File: src/rtl/r4u1_twiddle_mult_if.sv
`default_nettype none
// +----------------------------------------------------------------------+
// | r4u1_twiddle_mult_if : sample stream, twiddle ROM and result bus     |
// | Rev 1.0                                                              |
// +----------------------------------------------------------------------+
interface r4u1_twiddle_mult_if #(
    parameter int DATA_WIDTH = 16,
    parameter int COEF_WIDTH = 16
);
    logic                           din_valid;
    logic                           din_sop;
    logic signed [DATA_WIDTH-1:0]   din_re;
    logic signed [DATA_WIDTH-1:0]   din_im;
    logic        [2:0]              rom_addr;
    logic        [2*COEF_WIDTH-1:0] rom_data;
    logic                           dout_valid;
    logic                           dout_sop;
    logic signed [DATA_WIDTH-1:0]   dout_re;
    logic signed [DATA_WIDTH-1:0]   dout_im;

    modport master (
        output din_valid, din_sop, din_re, din_im, rom_data,
        input  rom_addr, dout_valid, dout_sop, dout_re, dout_im
    );

    modport slave (
        input  din_valid, din_sop, din_re, din_im, rom_data,
        output rom_addr, dout_valid, dout_sop, dout_re, dout_im
    );
endinterface
`default_nettype wire

File: src/rtl/r4u1_twiddle_mult.sv
`default_nettype none
// +----------------------------------------------------------------------+
// | r4u1_twiddle_mult : radix-4 unit 1 twiddle multiply, 3-cycle pipe    |
// | Rev 1.0                                                              |
// +----------------------------------------------------------------------+
`ifndef COEF_WIDTH
`define COEF_WIDTH 16
`endif

module r4u1_twiddle_mult #(
    parameter int DATA_WIDTH = 16,
    parameter int COEF_WIDTH = `COEF_WIDTH,
    parameter int FRAME_LEN  = 32
) (
    input  logic                 clk,
    input  logic                 rst,
    r4u1_twiddle_mult_if.slave   tw_if
);

    localparam int CNT_W  = $clog2(FRAME_LEN);
    localparam int PROD_W = DATA_WIDTH + COEF_WIDTH;
    localparam int SUM_W  = PROD_W + 1;
    localparam int SHIFT  = COEF_WIDTH - 2;

    localparam logic signed [DATA_WIDTH-1:0] OUT_MAX = {1'b0, {(DATA_WIDTH-1){1'b1}}};
    localparam logic signed [DATA_WIDTH-1:0] OUT_MIN = {1'b1, {(DATA_WIDTH-1){1'b0}}};
    localparam logic signed [SUM_W-1:0] SAT_MAX = {{(SUM_W-DATA_WIDTH){1'b0}}, OUT_MAX};
    localparam logic signed [SUM_W-1:0] SAT_MIN = {{(SUM_W-DATA_WIDTH){1'b1}}, OUT_MIN};
    localparam logic signed [SUM_W-1:0] RND     = {{(SUM_W-1){1'b0}}, 1'b1} << (COEF_WIDTH-3);

    function automatic logic signed [DATA_WIDTH-1:0] sat_round(input logic signed [SUM_W-1:0] v);
        logic signed [SUM_W-1:0]      r;
        logic signed [DATA_WIDTH-1:0] res;
        r = (v + RND) >>> SHIFT;
        if (r > SAT_MAX)
            res = OUT_MAX;
        else if (r < SAT_MIN)
            res = OUT_MIN;
        else
            res = r[DATA_WIDTH-1:0];
        return res;
    endfunction

    // Frame position counter
    logic [CNT_W-1:0] cnt_q, cnt_d, idx;

    always_comb begin
        idx   = tw_if.din_sop ? '0 : cnt_q;
        cnt_d = cnt_q;
        if (tw_if.din_valid)
            cnt_d = idx + {{(CNT_W-1){1'b0}}, 1'b1};
    end

    always_ff @(posedge clk) begin
        if (rst)
            cnt_q <= '0;
        else
            cnt_q <= cnt_d;
    end

    // S1: capture sample and its group / twiddle index; twiddle index drives the ROM
    logic                         s1_valid_q, s1_sop_q;
    logic signed [DATA_WIDTH-1:0] s1_re_q, s1_im_q;
    logic        [1:0]            s1_grp_q;
    logic        [2:0]            s1_twi_q;

    always_ff @(posedge clk) begin
        if (rst) begin
            s1_valid_q <= 1'b0;
            s1_sop_q   <= 1'b0;
            s1_re_q    <= '0;
            s1_im_q    <= '0;
            s1_grp_q   <= '0;
            s1_twi_q   <= '0;
        end else begin
            s1_valid_q <= tw_if.din_valid;
            s1_sop_q   <= tw_if.din_valid & tw_if.din_sop;
            if (tw_if.din_valid) begin
                s1_re_q  <= tw_if.din_re;
                s1_im_q  <= tw_if.din_im;
                s1_grp_q <= idx[CNT_W-1:CNT_W-2];
                s1_twi_q <= idx[2:0];
            end
        end
    end

    assign tw_if.rom_addr = s1_twi_q;

    logic signed [COEF_WIDTH-1:0] b_re, b_im;
    assign b_re = tw_if.rom_data[2*COEF_WIDTH-1:COEF_WIDTH];
    assign b_im = tw_if.rom_data[COEF_WIDTH-1:0];

    // S2: partial products plus the raw sample for the group-0 bypass
    logic                         s2_valid_q, s2_sop_q, s2_byp_q;
    logic signed [DATA_WIDTH-1:0] s2_re_q, s2_im_q;
    logic signed [PROD_W-1:0]     p_rr_q, p_ii_q, p_ri_q, p_ir_q;

    always_ff @(posedge clk) begin
        if (rst) begin
            s2_valid_q <= 1'b0;
            s2_sop_q   <= 1'b0;
            s2_byp_q   <= 1'b0;
            s2_re_q    <= '0;
            s2_im_q    <= '0;
            p_rr_q     <= '0;
            p_ii_q     <= '0;
            p_ri_q     <= '0;
            p_ir_q     <= '0;
        end else begin
            s2_valid_q <= s1_valid_q;
            s2_sop_q   <= s1_sop_q;
            if (s1_valid_q) begin
                s2_byp_q <= (s1_grp_q == 2'd0);
                s2_re_q  <= s1_re_q;
                s2_im_q  <= s1_im_q;
                p_rr_q   <= s1_re_q * b_re;
                p_ii_q   <= s1_im_q * b_im;
                p_ri_q   <= s1_re_q * b_im;
                p_ir_q   <= s1_im_q * b_re;
            end
        end
    end

    // S3: combine, round half-up, saturate
    logic signed [SUM_W-1:0]      re_full, im_full;
    logic signed [DATA_WIDTH-1:0] res_re, res_im;

    always_comb begin
        re_full = $signed({p_rr_q[PROD_W-1], p_rr_q}) - $signed({p_ii_q[PROD_W-1], p_ii_q});
        im_full = $signed({p_ri_q[PROD_W-1], p_ri_q}) + $signed({p_ir_q[PROD_W-1], p_ir_q});
        res_re  = s2_byp_q ? s2_re_q : sat_round(re_full);
        res_im  = s2_byp_q ? s2_im_q : sat_round(im_full);
    end

    logic                         dout_valid_q, dout_sop_q;
    logic signed [DATA_WIDTH-1:0] dout_re_q, dout_im_q;

    always_ff @(posedge clk) begin
        if (rst) begin
            dout_valid_q <= 1'b0;
            dout_sop_q   <= 1'b0;
            dout_re_q    <= '0;
            dout_im_q    <= '0;
        end else begin
            dout_valid_q <= s2_valid_q;
            dout_sop_q   <= s2_sop_q;
            if (s2_valid_q) begin
                dout_re_q <= res_re;
                dout_im_q <= res_im;
            end
        end
    end

    assign tw_if.dout_valid = dout_valid_q;
    assign tw_if.dout_sop   = dout_sop_q;
    assign tw_if.dout_re    = dout_re_q;
    assign tw_if.dout_im    = dout_im_q;

endmodule
`default_nettype wire
File: src/flat_wrapper.sv
// flat-port wrapper written by rule: the top's interface ports become plain ports
module r4u1_twiddle_mult_flat 
#(
    parameter int DATA_WIDTH = 16,
    parameter int COEF_WIDTH = `COEF_WIDTH,
    parameter int FRAME_LEN  = 32
)
  (clk, rst, tw_if_din_valid, tw_if_din_sop, tw_if_din_re, tw_if_din_im, tw_if_rom_data, tw_if_rom_addr, tw_if_dout_valid, tw_if_dout_sop, tw_if_dout_re, tw_if_dout_im);
  r4u1_twiddle_mult_if #(.DATA_WIDTH(DATA_WIDTH), .COEF_WIDTH(COEF_WIDTH)) tw_if_i ();
  input  logic clk;
  input  logic rst;
  input wire logic [$bits(tw_if_i.din_valid)-1:0] tw_if_din_valid;
  input wire logic [$bits(tw_if_i.din_sop)-1:0] tw_if_din_sop;
  input wire logic [$bits(tw_if_i.din_re)-1:0] tw_if_din_re;
  input wire logic [$bits(tw_if_i.din_im)-1:0] tw_if_din_im;
  input wire logic [$bits(tw_if_i.rom_data)-1:0] tw_if_rom_data;
  output wire logic [$bits(tw_if_i.rom_addr)-1:0] tw_if_rom_addr;
  output wire logic [$bits(tw_if_i.dout_valid)-1:0] tw_if_dout_valid;
  output wire logic [$bits(tw_if_i.dout_sop)-1:0] tw_if_dout_sop;
  output wire logic [$bits(tw_if_i.dout_re)-1:0] tw_if_dout_re;
  output wire logic [$bits(tw_if_i.dout_im)-1:0] tw_if_dout_im;
  assign tw_if_i.din_valid = tw_if_din_valid;
  assign tw_if_i.din_sop = tw_if_din_sop;
  assign tw_if_i.din_re = tw_if_din_re;
  assign tw_if_i.din_im = tw_if_din_im;
  assign tw_if_i.rom_data = tw_if_rom_data;
  assign tw_if_rom_addr = tw_if_i.rom_addr;
  assign tw_if_dout_valid = tw_if_i.dout_valid;
  assign tw_if_dout_sop = tw_if_i.dout_sop;
  assign tw_if_dout_re = tw_if_i.dout_re;
  assign tw_if_dout_im = tw_if_i.dout_im;
  r4u1_twiddle_mult #(.DATA_WIDTH(DATA_WIDTH), .COEF_WIDTH(COEF_WIDTH), .FRAME_LEN(FRAME_LEN)) u_core (.clk(clk), .rst(rst), .tw_if(tw_if_i));
endmodule
File: config.mk
export PLATFORM = sky130hd
export DESIGN_NAME = r4u1_twiddle_mult_flat
export DESIGN_NICKNAME = d
export VERILOG_FILES = /design/src/rtl/r4u1_twiddle_mult_if.sv /design/src/rtl/r4u1_twiddle_mult.sv /design/src/flat_wrapper.sv
export SDC_FILE = /design/constraint.sdc
export NUM_CORES = 2
export LEC_CHECK = 0
export ABC_AREA = 1
export CORE_MARGIN = 2
export CORE_UTILIZATION = 55
export CTS_BUF_LIST = sky130_fd_sc_hd__clkbuf_8
export DETAILED_ROUTE_END_ITERATION = 10
export PLACE_DENSITY = 0.77
export SYNTH_ARGS = -nofsm -noshare
export SYNTH_HDL_FRONTEND = slang
export SYNTH_SLANG_ARGS = --single-unit
File: constraint.sdc
create_clock -name clk -period 6.7 [get_ports clk]
set_clock_uncertainty 0.2 [all_clocks]
set_input_delay 0.67 -clock clk [delete_from_list [all_inputs] [get_ports clk]]
set_output_delay 0.67 -clock clk [all_outputs]
set_load 0.01 [all_outputs]
==> metrics.md <==
| Metric | Value |
|---|---|
| CTS Buf Count | `45` |
| Main flop type after synthesis | `dfxtp_1` |
| WS Path Type | `in2reg` |
| Drt first pass iters | `8` |
| Min-delay src | `u_core.s1_sop_q` |
| FF+latch count, synth | `241` |
| Logic pwr share | `89.0%` |
| Crit path required time | `7.07 ns` |
| Sw frac | `52.3%` |
| Worst hold path class | `reg2reg` |
| Layout cell share with drive strength beyond 1 | `8.38%` |
| Clock-pin slew on the worst setup and hold paths | `0.06 ns` |
| Worst setup EP type | `flop` |
| EDFF count, synth | `0` |
| Final ANT Viol Nets | `0` |
| First-pass GRT wire length | `256000 um` |
| Row count | `115` |
| Synth Warn # | `0` |
| Status | `complete, no violations` |
| Leakage | `0.0362 uW` |
| Most frequent CP cell | `inv_1` |
| DR vias/cell | `5.21` |
| Clock Latency Late Sink | `0.65 ns` |
| Max clock buf depth | `3` |
| I/O Buffers | `104` |
| Final setup vio count | `0` |
| GR Overflow Total | `0` |
| Tmin final | `6.32 ns` |
| Largest net degree at the start of global routing | `85` |
| P per Cell Area | `544 nW/um2` |
| Routability cong. | `0.955` |
| Placed inst area | `60400 um2` |
| Hold Violations, Final | `0` |
| Total GRT Usage | `31.7%` |
| Nets@finish | `9160` |
| Core ar. | `98400 um2` |
| NetSw | `17500 uW` |
| WL final | `156000 um` |
| FMAX | `0.158 GHz` |
| Largest family of logic cells by synthesized area | `adder cells` |
| DR vias | `46.5k` |
| Worst path slowest cell | `fa_1` |
| RSZ-0062 raised after global routing | `no` |
| Critical path launch point type | `primary input` |
| Max-cap violations | `0` |
| Adder-cell share of the synthesized area | `48.7%` |
| Tcrit/Tclk final | `94.3%` |
| Avg Inst Size Synth | `7.51 um2` |
| DP HPWL | `129000 um` |
| Final instance area | `61500 um2` |
| Int Power | `16000 uW` |
| Multiplexer share of the synthesized area | `0%` |
| Crit path from | `tw_if_rom_data[17]` |
| Initial drt markers | `3425` |
| Post-DR wirelength/cell | `17.5 um` |
| H-tree Lvls | `2` |
| Max VDD drop | `0.543 mV` |
| Area delta synth->final | `12.5%` |
| Fill cells | `8537` |
| Post-CTS setup repair buffer count | `0` |
| Flop pwr share | `6.0%` |
| R2r startpoint | `u_core.s1_re_q[7]` |
| Chip height | `319 um` |
| XOR/XNOR Fraction of Synth Area | `2.15%` |
| Root Driver | `clkbuf_8` |
| Residual DRC | `0` |
| CTS resizes | `0` |
| Count of pins over their slew limit | `0` |
| Critical path arrival | `6.68 ns` |
| CP max stage delay | `0.53 ns` |
| CTS tree | `built` |
| Post-Syn Area | `54600 um2` |
| Register area share after synthesis | `8.83%` |
| IO Count | `105` |
| Number of antenna violations at the first check in global routing | `3` |
| CTS Sinks | `241` |
| Max-slew headroom | `19.4%` |
| Fin Hold WS | `0.205 ns` |
| Synth Area in Compound Gates | `6.57%` |
| Simple-Gate Fraction of Synth Area | `17.6%` |
| Number of global-route vias before repair | `49.4k` |
| Worst-Margin Slew | `1.21 ns` |
| Die area | `102000 um2` |
| Cts hold-fix bufs | `0` |
| Synth async-reset ratio | `0%` |
| Cells after synthesis | `7268` |
| Distinct cell type count after synthesis | `52` |
| Crit-path max FO | `10` |
| Die Wd | `319 um` |
| Clock group share of total power | `5.0%` |
| Starting density of the core | `55.5%` |
| Post-synth net total | `8835` |
## cell usage after synthesis (all sizes together), types with 60 or more instances
| library cell | n | share of area, % |
|---|---|---|
| inv | 2024 | 14 |
| nand2 | 1697 | 12 |
| fa | 1048 | 38 |
| nor2 | 509 | 3.5 |
| ha | 451 | 10 |
| clkbuf | 279 | 1.9 |
| a21oi | 272 | 2.6 |
| o21ai | 256 | 2.4 |
| dfxtp | 241 | 8.8 |
| nand3 | 116 | 1.1 |
| xor2 | 74 | 1.2 |
| xnor2 | 60 | 0.96 |
## flip-flops by register name (all words and copies together), names as in the netlist, 2 cells and up
register,count
u_core.s1_re_q,16
u_core.s2_re_q,16
u_core.tw_if.dout_re,16
u_core.s1_im_q,16
u_core.p_ii_q,32
u_core.s2_im_q,16
u_core.tw_if.dout_im,16
u_core.p_ri_q,32
u_core.s1_grp_q,2
u_core.tw_if.rom_addr,3
u_core.p_ir_q,32
u_core.p_rr_q,32
u_core.cnt_q,5
## cells by family (layout without fill, tap and decap cells)
kind of cell	after synthesis	in the layout
buffers and inverters	2326	2686
AOI/OAI and AO/OA	644	644
and+or+nand+nor	2424	2424
adders and majority gates	1499	1499
xor gates and xnor gates	134	134
DFF	241	241
other	0	2
## cells in the final DEF, fill, tap and decap left out, drive strengths merged, types with 2 or more instances in the layout
cell,count
a211oi,6
a21boi,5
a21o,21
a21oi,272
a221oi,4
a31o,8
a31oi,19
and2,4
and3,8
buf,475
bufinv,3
clkbuf,61
clkdlybuf4s50,103
clkinv,9
dfxtp,241
diode,2
fa,1048
ha,451
inv,2035
nand2,1697
nand3,116
nand3b,3
nand4,43
nor2,509
nor3,26
nor4,8
o211a,3
o211ai,18
o21a,8
o21ai,256
o21bai,16
o221ai,4
o22ai,2
or2,9
xnor2,60
xor2,74
## metal layers
layer	routed length [um]	share of wire, %	global-route usage [%]
met1	60700	39	39.3
met2	72100	46	52.2
met3	11700	7.5	4.77
met4	11500	7.4	19.6
met5	0	0	0
## power groups by stage
stage	Sequential, uW	Clock [uW]	Combinational, uW
finish	2000	1690	29700
global route	2020	1760	33500
CTS	2000	1700	29700
detailed placement	2020	0	29500
global placement	2020	0	28900
floorplan	1910	0	18000
## final cells by class
type                       instances  area, um2  share of cell area, %
clock inverter                    21        200                  0.326
inverter                        2026       7610                   12.4
multi-input combinational       4701      41000                   66.7
sequential                       241       4830                   7.86
antenna                            2       5.00                0.00814
tap                             1287       1610                   2.62
clock buffer                      61        840                   1.37
timing repair buffer             578       5350                   8.70
## path summary, 6_finish.rpt
| check | to | slack (ns) | depth (start not counted) |
|---|---|---|---|
| max | u_core.p_ir_q[27] | 0.38 | 27 |
| min reg2reg | u_core.s2_sop_q | 0.21 | 2 |
| max reg2reg | u_core.p_ri_q[18] | 0.39 | 22 |
| min | u_core.s2_sop_q | 0.21 | 2 |
## worst max-delay path, delay by kind of cell
family | cells | cell delay (ns)
compound gates | 2 | 0.25
fa+ha+maj | 7 | 3.35
buf+inv | 10 | 1.24
simple gates | 8 | 1.16
## through the flow
| stage | setup TNS, ns | power, uW | instances | setup slack [ns] | util, % |
|---|---|---|---|---|---|
| detailed placement | -5.17 | 31500 | 8833 | -0.231 | 61.4 |
| finish | 0 | 33400 | 8917 | 0.382 | 62.4 |
| global placement | -2.83 | 31000 | 8833 | -0.205 | 61.4 |
| CTS | 0 | 33400 | 8915 | 0.421 | 62.4 |
| floorplan | 0 | 19900 | 7268 | 0.567 | - |
| global route | 0 | 37300 | 8917 | 0.0175 | 62.4 |
No activity file was read; power rests on OpenSTA's default activity.
